## src/rtl/cpu_clk_ctrl_pkg.sv

```systemverilog
// Shared types for the CPU clock run/step/halt controller.
package cpu_clk_ctrl_pkg;

  localparam int ST_W = 2;

  typedef enum logic [ST_W-1:0] {
    ST_HALT = 2'b00,
    ST_RUN  = 2'b01,
    ST_STEP = 2'b10
  } ctrl_state_t;

endpackage

```

## src/rtl/cpu_clk_ctrl_if.sv

```systemverilog
// Control/status bundle between the board (buttons, CPU, config) and the clock controller.
interface cpu_clk_ctrl_if #(
  parameter int DIV_W = 16,
  parameter int CNT_W = 32
);
  import cpu_clk_ctrl_pkg::*;

  logic             run_btn;
  logic             stop_btn;
  logic             step_btn;
  logic             halt_req;
  logic             cfg_we;
  logic [DIV_W-1:0] cfg_div;
  logic             cpu_ce;
  ctrl_state_t      state;
  logic             halted;
  logic [CNT_W-1:0] ce_count;

  // Board side: raw buttons, CPU halt request and divider configuration.
  modport master (
    output run_btn, stop_btn, step_btn, halt_req, cfg_we, cfg_div,
    input  cpu_ce, state, halted, ce_count
  );

  // Controller side.
  modport slave (
    input  run_btn, stop_btn, step_btn, halt_req, cfg_we, cfg_div,
    output cpu_ce, state, halted, ce_count
  );

endinterface

```

## src/rtl/cpu_clk_ctrl_btn_debounce.sv

```systemverilog
// Push-button conditioner: 2-FF synchronizer, stability filter and rising-edge pulse.
module btn_debounce #(
  parameter int DB_CYC = 50000
) (
  input  logic clk_in,
  input  logic rst,
  input  logic btn_raw,
  output logic level,
  output logic rise_pulse
);

  localparam int CW = (DB_CYC < 2) ? 1 : $clog2(DB_CYC + 1);

  logic          sync0;
  logic          sync1;
  logic [CW-1:0] stable_cnt;

  // Bring the raw asynchronous button into the clock domain.
  always_ff @(posedge clk_in or posedge rst) begin
    if (rst) begin
      sync0 <= 1'b0;
      sync1 <= 1'b0;
    end else begin
      sync0 <= btn_raw;
      sync1 <= sync0;
    end
  end

  // Accept a new level only after DB_CYC consecutive samples disagree with the current one;
  // any sample that agrees restarts the count, so short glitches are dropped.
  always_ff @(posedge clk_in or posedge rst) begin
    if (rst) begin
      level      <= 1'b0;
      rise_pulse <= 1'b0;
      stable_cnt <= '0;
    end else begin
      rise_pulse <= 1'b0;
      if (sync1 == level) begin
        stable_cnt <= '0;
      end else if (stable_cnt == CW'(DB_CYC - 1)) begin
        level      <= sync1;
        rise_pulse <= sync1;
        stable_cnt <= '0;
      end else begin
        stable_cnt <= stable_cnt + 1'b1;
      end
    end
  end

endmodule

```

## src/rtl/cpu_clk_ctrl.sv

```systemverilog
// CPU clock-enable controller: RUN at a programmable divide ratio, single STEP, or HALT.
module cpu_clk_ctrl
  import cpu_clk_ctrl_pkg::*;
#(
  parameter int DIV_W       = 16,
  parameter int DIV_DEFAULT = 1,
  parameter int DB_CYC      = 50000,
  parameter int CNT_W       = 32
) (
  input logic           clk_in,
  input logic           rst,
  cpu_clk_ctrl_if.slave bus
);

  ctrl_state_t      state_q;
  logic             cpu_ce_q;
  logic [DIV_W-1:0] div_reg;
  logic [DIV_W-1:0] div_cnt;
  logic [CNT_W-1:0] ce_count_q;
  logic             run_pulse;
  logic             stop_pulse;
  logic             step_pulse;
  logic [2:0]       unused_levels;

  btn_debounce #(.DB_CYC(DB_CYC)) u_run_db (
    .clk_in     (clk_in),
    .rst        (rst),
    .btn_raw    (bus.run_btn),
    .level      (unused_levels[0]),
    .rise_pulse (run_pulse)
  );

  btn_debounce #(.DB_CYC(DB_CYC)) u_stop_db (
    .clk_in     (clk_in),
    .rst        (rst),
    .btn_raw    (bus.stop_btn),
    .level      (unused_levels[1]),
    .rise_pulse (stop_pulse)
  );

  btn_debounce #(.DB_CYC(DB_CYC)) u_step_db (
    .clk_in     (clk_in),
    .rst        (rst),
    .btn_raw    (bus.step_btn),
    .level      (unused_levels[2]),
    .rise_pulse (step_pulse)
  );

  // Mode FSM, divider and enable counter; cpu_ce is registered alongside the state
  // it belongs to, and a config write restarts the divide period without a pulse.
  always_ff @(posedge clk_in or posedge rst) begin
    if (rst) begin
      state_q    <= ST_HALT;
      cpu_ce_q   <= 1'b0;
      div_reg    <= DIV_W'(DIV_DEFAULT);
      div_cnt    <= '0;
      ce_count_q <= '0;
    end else begin
      cpu_ce_q <= 1'b0;
      if (bus.cfg_we) begin
        div_reg <= bus.cfg_div;
        div_cnt <= '0;
      end
      case (state_q)
        ST_HALT: begin
          div_cnt <= '0;
          if (stop_pulse) begin
            state_q <= ST_HALT;
          end else if (run_pulse) begin
            state_q <= ST_RUN;
          end else if (step_pulse) begin
            state_q    <= ST_STEP;
            cpu_ce_q   <= 1'b1;
            ce_count_q <= ce_count_q + 1'b1;
          end
        end
        ST_RUN: begin
          if (bus.halt_req || stop_pulse) begin
            state_q <= ST_HALT;
            div_cnt <= '0;
          end else if (!bus.cfg_we) begin
            if (div_cnt == div_reg) begin
              cpu_ce_q   <= 1'b1;
              ce_count_q <= ce_count_q + 1'b1;
              div_cnt    <= '0;
            end else begin
              div_cnt <= div_cnt + 1'b1;
            end
          end
        end
        ST_STEP: begin
          state_q <= ST_HALT;
        end
        default: begin
          state_q <= ST_HALT;
        end
      endcase
    end
  end

  assign bus.cpu_ce   = cpu_ce_q;
  assign bus.state    = state_q;
  assign bus.halted   = (state_q == ST_HALT);
  assign bus.ce_count = ce_count_q;

endmodule

```

## src/flat_wrapper.sv

```systemverilog
// flat-port wrapper written by rule: the top's interface ports become plain ports
module cpu_clk_ctrl_flat import cpu_clk_ctrl_pkg::*;
#(
  parameter int DIV_W       = 16,
  parameter int DIV_DEFAULT = 1,
  parameter int DB_CYC      = 50000,
  parameter int CNT_W       = 32
)
  (clk_in, rst, bus_run_btn, bus_stop_btn, bus_step_btn, bus_halt_req, bus_cfg_we, bus_cfg_div, bus_cpu_ce, bus_state, bus_halted, bus_ce_count);
  cpu_clk_ctrl_if #(.DIV_W(DIV_W), .CNT_W(CNT_W)) bus_i ();
  input logic clk_in;
  input logic rst;
  input wire logic [$bits(bus_i.run_btn)-1:0] bus_run_btn;
  input wire logic [$bits(bus_i.stop_btn)-1:0] bus_stop_btn;
  input wire logic [$bits(bus_i.step_btn)-1:0] bus_step_btn;
  input wire logic [$bits(bus_i.halt_req)-1:0] bus_halt_req;
  input wire logic [$bits(bus_i.cfg_we)-1:0] bus_cfg_we;
  input wire logic [$bits(bus_i.cfg_div)-1:0] bus_cfg_div;
  output wire logic [$bits(bus_i.cpu_ce)-1:0] bus_cpu_ce;
  output wire logic [$bits(bus_i.state)-1:0] bus_state;
  output wire logic [$bits(bus_i.halted)-1:0] bus_halted;
  output wire logic [$bits(bus_i.ce_count)-1:0] bus_ce_count;
  assign bus_i.run_btn = bus_run_btn;
  assign bus_i.stop_btn = bus_stop_btn;
  assign bus_i.step_btn = bus_step_btn;
  assign bus_i.halt_req = bus_halt_req;
  assign bus_i.cfg_we = bus_cfg_we;
  assign bus_i.cfg_div = bus_cfg_div;
  assign bus_cpu_ce = bus_i.cpu_ce;
  assign bus_state = bus_i.state;
  assign bus_halted = bus_i.halted;
  assign bus_ce_count = bus_i.ce_count;
  cpu_clk_ctrl #(.DIV_W(DIV_W), .DIV_DEFAULT(DIV_DEFAULT), .DB_CYC(DB_CYC), .CNT_W(CNT_W)) u_core (.clk_in(clk_in), .rst(rst), .bus(bus_i));
endmodule
```

## config.mk

```make
export PLATFORM = sky130hd
export DESIGN_NAME = cpu_clk_ctrl_flat
export DESIGN_NICKNAME = d
export VERILOG_FILES = /design/src/rtl/cpu_clk_ctrl_pkg.sv /design/src/rtl/cpu_clk_ctrl_if.sv /design/src/rtl/cpu_clk_ctrl_btn_debounce.sv /design/src/rtl/cpu_clk_ctrl.sv /design/src/flat_wrapper.sv
export SDC_FILE = /design/constraint.sdc
export NUM_CORES = 1
export LEC_CHECK = 0
export CAP_MARGIN = 40
export CELL_PAD_IN_SITES_DETAIL_PLACEMENT = 0
export CELL_PAD_IN_SITES_GLOBAL_PLACEMENT = 2
export CORE_UTILIZATION = 37
export DETAILED_ROUTE_END_ITERATION = 10
export PLACE_DENSITY_LB_ADDON = 0.1
export SKIP_CTS_REPAIR_TIMING = 1
export SLEW_MARGIN = 0
export SYNTH_ARGS = -nofsm -noshare
export SYNTH_HDL_FRONTEND = slang
export SYNTH_SLANG_ARGS = --single-unit
export TNS_END_PERCENT = 50
```

## constraint.sdc

```tcl
create_clock -name clk_in -period 6.6 [get_ports clk_in]
set_clock_uncertainty 0.05 [all_clocks]
set_input_delay 1.98 -clock clk_in [delete_from_list [all_inputs] [get_ports clk_in]]
set_output_delay 1.98 -clock clk_in [all_outputs]
set_load 0.005 [all_outputs]
```

# Word level (Yosys, flattened, before mapping)
# Index checks and enable logic that the tools add are counted.
[totals] ff_bits=127 in_bits=23 out_inout_bits=36 elab_cells=88
[classes] addsub=5 eq_ne=16 muxes=36 bitwise_logic=3 n_reduce_logical=8
[op_table] op="$mux W32" n=6
[op_table] op="$mux W16" n=10
[op_table] op="$add A16 B1 Y16 const B" n=4
[op_table] op="$pmux W32 S2" n=1
[op_table] op="$eq A16 B16 Y1 const B" n=3
[op_table] op="$add A32 B1 Y32 const B" n=1
[op_table] op="$pmux W16 S2" n=1
[op_table] op="$eq A16 B16 Y1" n=1
[op_table] op="$mux W1" n=12
[op_table] op="$mux W2" n=4
[op_table] op="$ne A2 B2 Y1 const B" n=4
[op_table] op="$reduce_and A2 Y1" n=4
[op_table] op="$reduce_and A7 Y1" n=1
[op_table] op="$ne A2 B1 Y1 const B" n=3
[op_table] op="$ne A4 B1 Y1 const B" n=1
[op_table] op="$pmux W2 S2" n=1
[op_table] op="$eq A1 B1 Y1" n=3
[op_table] op="$not A1 Y1" n=3
[op_table] op="$eq A2 B1 Y1 const B" n=1
[op_table] op="$logic_not A2 Y1" n=1
[op_table] op="$pmux W1 S2" n=1
[op_table] op="$reduce_bool A2 Y1" n=1
[op_table] op="$logic_or A1 B1 Y1" n=1

# Depth between registers and ports, before layout
[logic_depth] depth_word=5 depth_mapped=8 mapped_depth_nobuf=7

# By module
# From an unflattened synthesis, not the netlist that was laid out.
[unflattened] cells_unflattened=584 hier_area_um2=6322.3
[modules_own_cells] mod="cpu_clk_ctrl" n_inst=1 cells_each=308 area_per_inst_um2=3405.8 seq_area_each_um2=1677.9
[modules_own_cells] mod="btn_debounce" n_inst=3 cells_each=92 area_per_inst_um2=972.2 seq_area_each_um2=500.5

# Least setup slack after synthesis
# OpenSTA, ideal clock, no wires.
[synth_path] path_type="input to register" startpoint="input port bus_cfg_we" endpoint="register u_core.ce_count_q[17] (netlist: u_core.bus.ce_count[17])" setup_time_ns=0.124 arrival_ns=3.467 required_time_ns=6.426 path_slack_ns=2.959 path_stages=6 path_buffers=1 path_cell_list="buf_6 > or4_4 > clkinv_1 > a21oi_2 > or4b_1 > xnor2_1"
[synth_between] elab_chain_cells=2
[synth_rtl] element="start: declaration" line_no="flat_wrapper.sv:17" source="input wire logic [$bits(bus_i.cfg_we)-1:0] bus_cfg_we;"
[synth_rtl] element="$ne A2 B2 Y1 (no line)"
[synth_rtl] element="$reduce_and A7 Y1 (no line)"
[synth_rtl] element="end signal: assignment" line_no="cpu_clk_ctrl.sv:74" source="ce_count_q <= ce_count_q + 1'b1;"
[synth_rtl] element="end signal: assignment" line_no="cpu_clk_ctrl.sv:84" source="ce_count_q <= ce_count_q + 1'b1;"
[synth_rtl] element="end: declaration" line_no="cpu_clk_ctrl.sv:19" source="logic [CNT_W-1:0] ce_count_q;"
# Every way passes these cells.
# A chain may end at the register's enable or synchronous reset.

# Worst setup path after layout
# Same ends and word-level chain as after synthesis.

==> qor_table.md <==
| Metric | Reported | Unit |
|---|---|---|
| Status | finished, final reports clean | - |
| Post-synthesis cell type with the largest combined area | sky130_fd_sc_hd__dfrtp_1 | - |
| Transition time of the tightest slew-check pin | 0.825 | ns |
| Synth cell count leaders | sky130_fd_sc_hd__dfrtp_1, sky130_fd_sc_hd__nor2_1, sky130_fd_sc_hd__xor2_1 | - |
| Fin area | 0.00723 | mm^2 |
| Avg Cell Area, Syn | 10.8 | um^2 |
| Total internal power | 1.35 | mW |
| Floorplan core area | 0.0154 | mm^2 |
| Critical setup path kind | input pin to register | - |
| Depth of the most critical reg-to-reg path | 6 | - |
| Share of total power in the clock network | 0.488 | - |
| Most instantiated library cell after synthesis | sky130_fd_sc_hd__dfrtp_1 | - |
| Seq cells post-synth | 127 | - |
| Cells along the critical path | clkdlybuf4s50_1 > or4_4 > clkinv_1 > a21oi_2 > buf_4 > or4b_1 > xnor2_1 | - |
| Fraction of the yosys area taken by sequential cells | 0.540 | - |
| Ports | 59 | - |
| Die area | 0.0164 | mm^2 |
| First-pass GRT wire length | 20.1 | mm |
| Maximum fanout along the worst path | 28 | - |
| Pin count of the biggest net entering global routing | 128 | - |
| # H-tree levels | 4 | - |
| Horiz. Die Dim | 128 | um |
| # rows | 45 | - |
| Number of port buffers | 58 | - |
| Count of routing violations after the opening detailed-route iteration | 258 | - |
| Post-route DRC | 0 | - |
| Arrival time at the worst endpoint | 4.62 | ns |
| FF/Latch Area | 0.00318 | mm^2 |
| Vias per Instance | 4.95 | - |
| Initial standard-cell utilization of the core | 0.383 | - |
| Net switching component of the power | 0.360 | mW |
| Number of global-route vias before repair | 4124 | - |
| Net Count, Synth | 575 | - |
| Part of the total power dissipated in combinational logic | 0.039 | - |
| Max VDD drop | 0.000166 | V |
| Area of the multi-input gates | 0.00262 | mm^2 |
| Clock buffer depth | 2 | - |
| Placed Instance Area | 0.00671 | mm^2 |
| Crit share post-route | 0.665 | - |
| Total clock sinks | 127 | - |
| Gate Count Post-Synth | 547 | - |
| Setup repair after global routing missed its margin | false | - |
| Max reg flops | 32 | - |
| Net count of the finished layout | 641 | - |
| Count of TritonRoute iterations in the first routing pass | 4 | - |
| Final core area utilization | 0.470 | - |
| DRT Wirelength | 11.9 | mm |
| Clock slew at reported path FFs | 0.05 | ns |
| Number of vias in the routed layout | 4135 | - |
| Required time at the worst-slack endpoint | 6.83 | ns |
| Worst path slowest cell | sky130_fd_sc_hd__clkdlybuf4s50_1 | - |
| Area share of the largest cell type after synthesis | 0.535 | - |
| Rel. slew slack | 0.448 | - |
| Number of fillers in the final layout | 1455 | - |
| Leakage power total | 3.23 | nW |
| Most area-consuming cells after synthesis | sky130_fd_sc_hd__dfrtp_1, sky130_fd_sc_hd__xor2_1, sky130_fd_sc_hd__xnor2_1, sky130_fd_sc_hd__nor2_1, sky130_fd_sc_hd__mux2_2 | - |
| Switching share of power | 0.211 | - |
| Layout cell share with drive strength beyond 1 | 0.0897 | - |
| Number of antenna violations at the first check in global routing | 0 | - |
| Sum of negative setup slack | 0 | ns |
| Crit end category | register | - |
| Pwr per Cell Area | 236 | mW/mm^2 |
| Worst-Skew Late Latency | 0.40 | ns |
| Clock tree from TritonCTS | yes | - |
| Wirelength per Cell | 14.2 | um |
| Synth Cell Area | 0.00589 | mm^2 |
| Number of distinct library cell variants in the gate-level netlist after synthesis | 42 | - |
| Count of inserted antenna diode cells | 0 | - |
| Number of pins exceeding their max-slew limit in the final report | 0 | - |
| Relative contribution of sequential cells to total power | 0.473 | - |
| Post-synthesis to final-layout area growth | 22.7 | % |
| Classification of the worst-slack hold path | register to register | - |
| Yosys warning count | 0 | - |
| Die Height | 128 | um |
| Total global routing track utilization | 0.157 | - |
| Detailed placement HPWL | 8.01 | mm |
| Share of synthesized registers carrying an async set or reset | 1.00 | - |
| Overflow left after global routing | 0 | - |
| Largest stage delay on the critical path | 0.84 | ns |
| Count of flip-flops with a built-in enable after synthesis | 0 | - |
| Routability cong. | 0.761 | - |
| CP Launch Type | input pin | - |
| Most used flip-flop cell after synthesis | sky130_fd_sc_hd__dfrtp_1 | - |
| Max frequency | 228 | MHz |
| Final worst path period need | 4.39 | ns |
| Depth of the worst hold-timing path | 0 | - |
| TritonCTS Buffers | 17 | - |
| Buffer type at the clock tree root | sky130_fd_sc_hd__clkbuf_16 | - |
| Max-capacitance violation count | 0 | - |
| Total count of hold-check failures in the final report | 0 | - |
| Routed Antenna Nets | 0 | - |
| Final number of setup-violating endpoints | 0 | - |
## metrics by stage
| stage | cells | hold slack [ns] | power, mW | worst slack [ns] |
|---|---|---|---|---|
| after floorplan | 547 | 0.281 | 0.863 | 1.19 |
| after global placement | 805 | 0.283 | 0.890 | 1.79 |
| after detailed placement | 805 | 0.290 | 0.891 | 1.74 |
| after CTS | 835 | 0.303 | 1.74 | 2.18 |
| after global routing | 835 | 0.306 | 1.78 | 2.08 |
| final | 835 | 0.300 | 1.71 | 2.21 |
## metal layers
metal,track usage,vias up,wire [um],share of wire
met5,0,-,0,0
met4,0.0574,0,115,0.0097
met3,0.0463,9,433,0.036
met2,0.242,63,5420,0.46
met1,0.208,2033,5910,0.50
li1,-,2030,-,-
## critical path: cells and delay by family
kind                      cells  cell delay (ns)
xor gates and xnor gates      1             0.15
buffers and inverters         3             1.15
AOI/OAI and AO/OA             1             0.05
and+or+nand+nor               2             1.29
## cell type report
cell class                      count  area share
Clock buffer                       22      0.0628
Clock inverter                      8     0.00934
Inverter                            9     0.00502
Multi-Input combinational cell    398       0.363
Sequential cell                   127       0.440
Tap cell                          211      0.0365
Timing Repair Buffer               60      0.0841
## path summary, 6_finish.rpt
| check | to | slack [ns] | from |
|---|---|---|---|
| worst max-delay path | u_core.bus.ce_count[17] | 2.21 | bus_cfg_we |
| worst min-delay path | u_core.u_run_db.sync1 | 0.30 | u_core.u_run_db.sync0 |
| worst max register to register | u_core.div_cnt[10] | 4.09 | u_core.div_cnt[10] |
| worst min register to register | u_core.u_run_db.sync1 | 0.30 | u_core.u_run_db.sync0 |
| max in group asynchronous | u_core.div_cnt[5] | 3.88 | rst |
| min in group asynchronous | u_core.bus.ce_count[3] | 1.99 | rst |
## logic make-up (layout without fill, tap and decap cells)
logic type,Yosys count,in the layout,share of synthesized area
AOI/OAI and AO/OA,38,38,0.0410
xor gates and xnor gates,89,89,0.132
adders and majority gates,5,5,0.0106
buffers and inverters,22,99,0.0155
DFF,127,127,0.540
muxes,20,20,0.0382
and+or+nand+nor,246,246,0.223
## cell usage in the layout (no fill, tap or decap), types with 2 or more instances in the layout
master	Yosys	routed
sky130_fd_sc_hd__a21o_1	8	8
sky130_fd_sc_hd__a21oi_1	4	4
sky130_fd_sc_hd__a22o_1	4	4
sky130_fd_sc_hd__and2_1	6	6
sky130_fd_sc_hd__and3_1	21	21
sky130_fd_sc_hd__and4_1	4	4
sky130_fd_sc_hd__clkbuf_1	11	4
sky130_fd_sc_hd__clkbuf_16	0	17
sky130_fd_sc_hd__clkdlybuf4s50_1	0	58
sky130_fd_sc_hd__clkinv_1	2	2
sky130_fd_sc_hd__clkinv_2	0	6
sky130_fd_sc_hd__dfrtp_1	126	126
sky130_fd_sc_hd__ha_1	5	5
sky130_fd_sc_hd__inv_1	7	6
sky130_fd_sc_hd__mux2_2	20	20
sky130_fd_sc_hd__nand2_1	29	29
sky130_fd_sc_hd__nand2b_1	7	7
sky130_fd_sc_hd__nand3_1	32	32
sky130_fd_sc_hd__nand3b_1	2	2
sky130_fd_sc_hd__nand4_1	21	21
sky130_fd_sc_hd__nor2_1	68	68
sky130_fd_sc_hd__nor2b_1	2	2
sky130_fd_sc_hd__nor3_1	20	20
sky130_fd_sc_hd__nor3b_1	11	11
sky130_fd_sc_hd__nor4_1	7	7
sky130_fd_sc_hd__nor4_4	2	2
sky130_fd_sc_hd__nor4b_1	4	4
sky130_fd_sc_hd__o21ai_0	16	16
sky130_fd_sc_hd__or2_2	2	2
sky130_fd_sc_hd__or3_1	3	3
sky130_fd_sc_hd__or4_1	2	2
sky130_fd_sc_hd__xnor2_1	42	42
sky130_fd_sc_hd__xor2_1	47	47
## power by group through the flow
| stage | sequential [mW] | combinational (mW) | clock (mW) |
|---|---|---|---|
| final | 0.808 | 0.0670 | 0.834 |
| after global routing | 0.809 | 0.0763 | 0.897 |
| after CTS | 0.808 | 0.0700 | 0.862 |
| after detailed placement | 0.821 | 0.0696 | 0 |
| after global placement | 0.821 | 0.0685 | 0 |
| after floorplan | 0.818 | 0.0447 | 0 |
(Power assumes the default switching activity.)
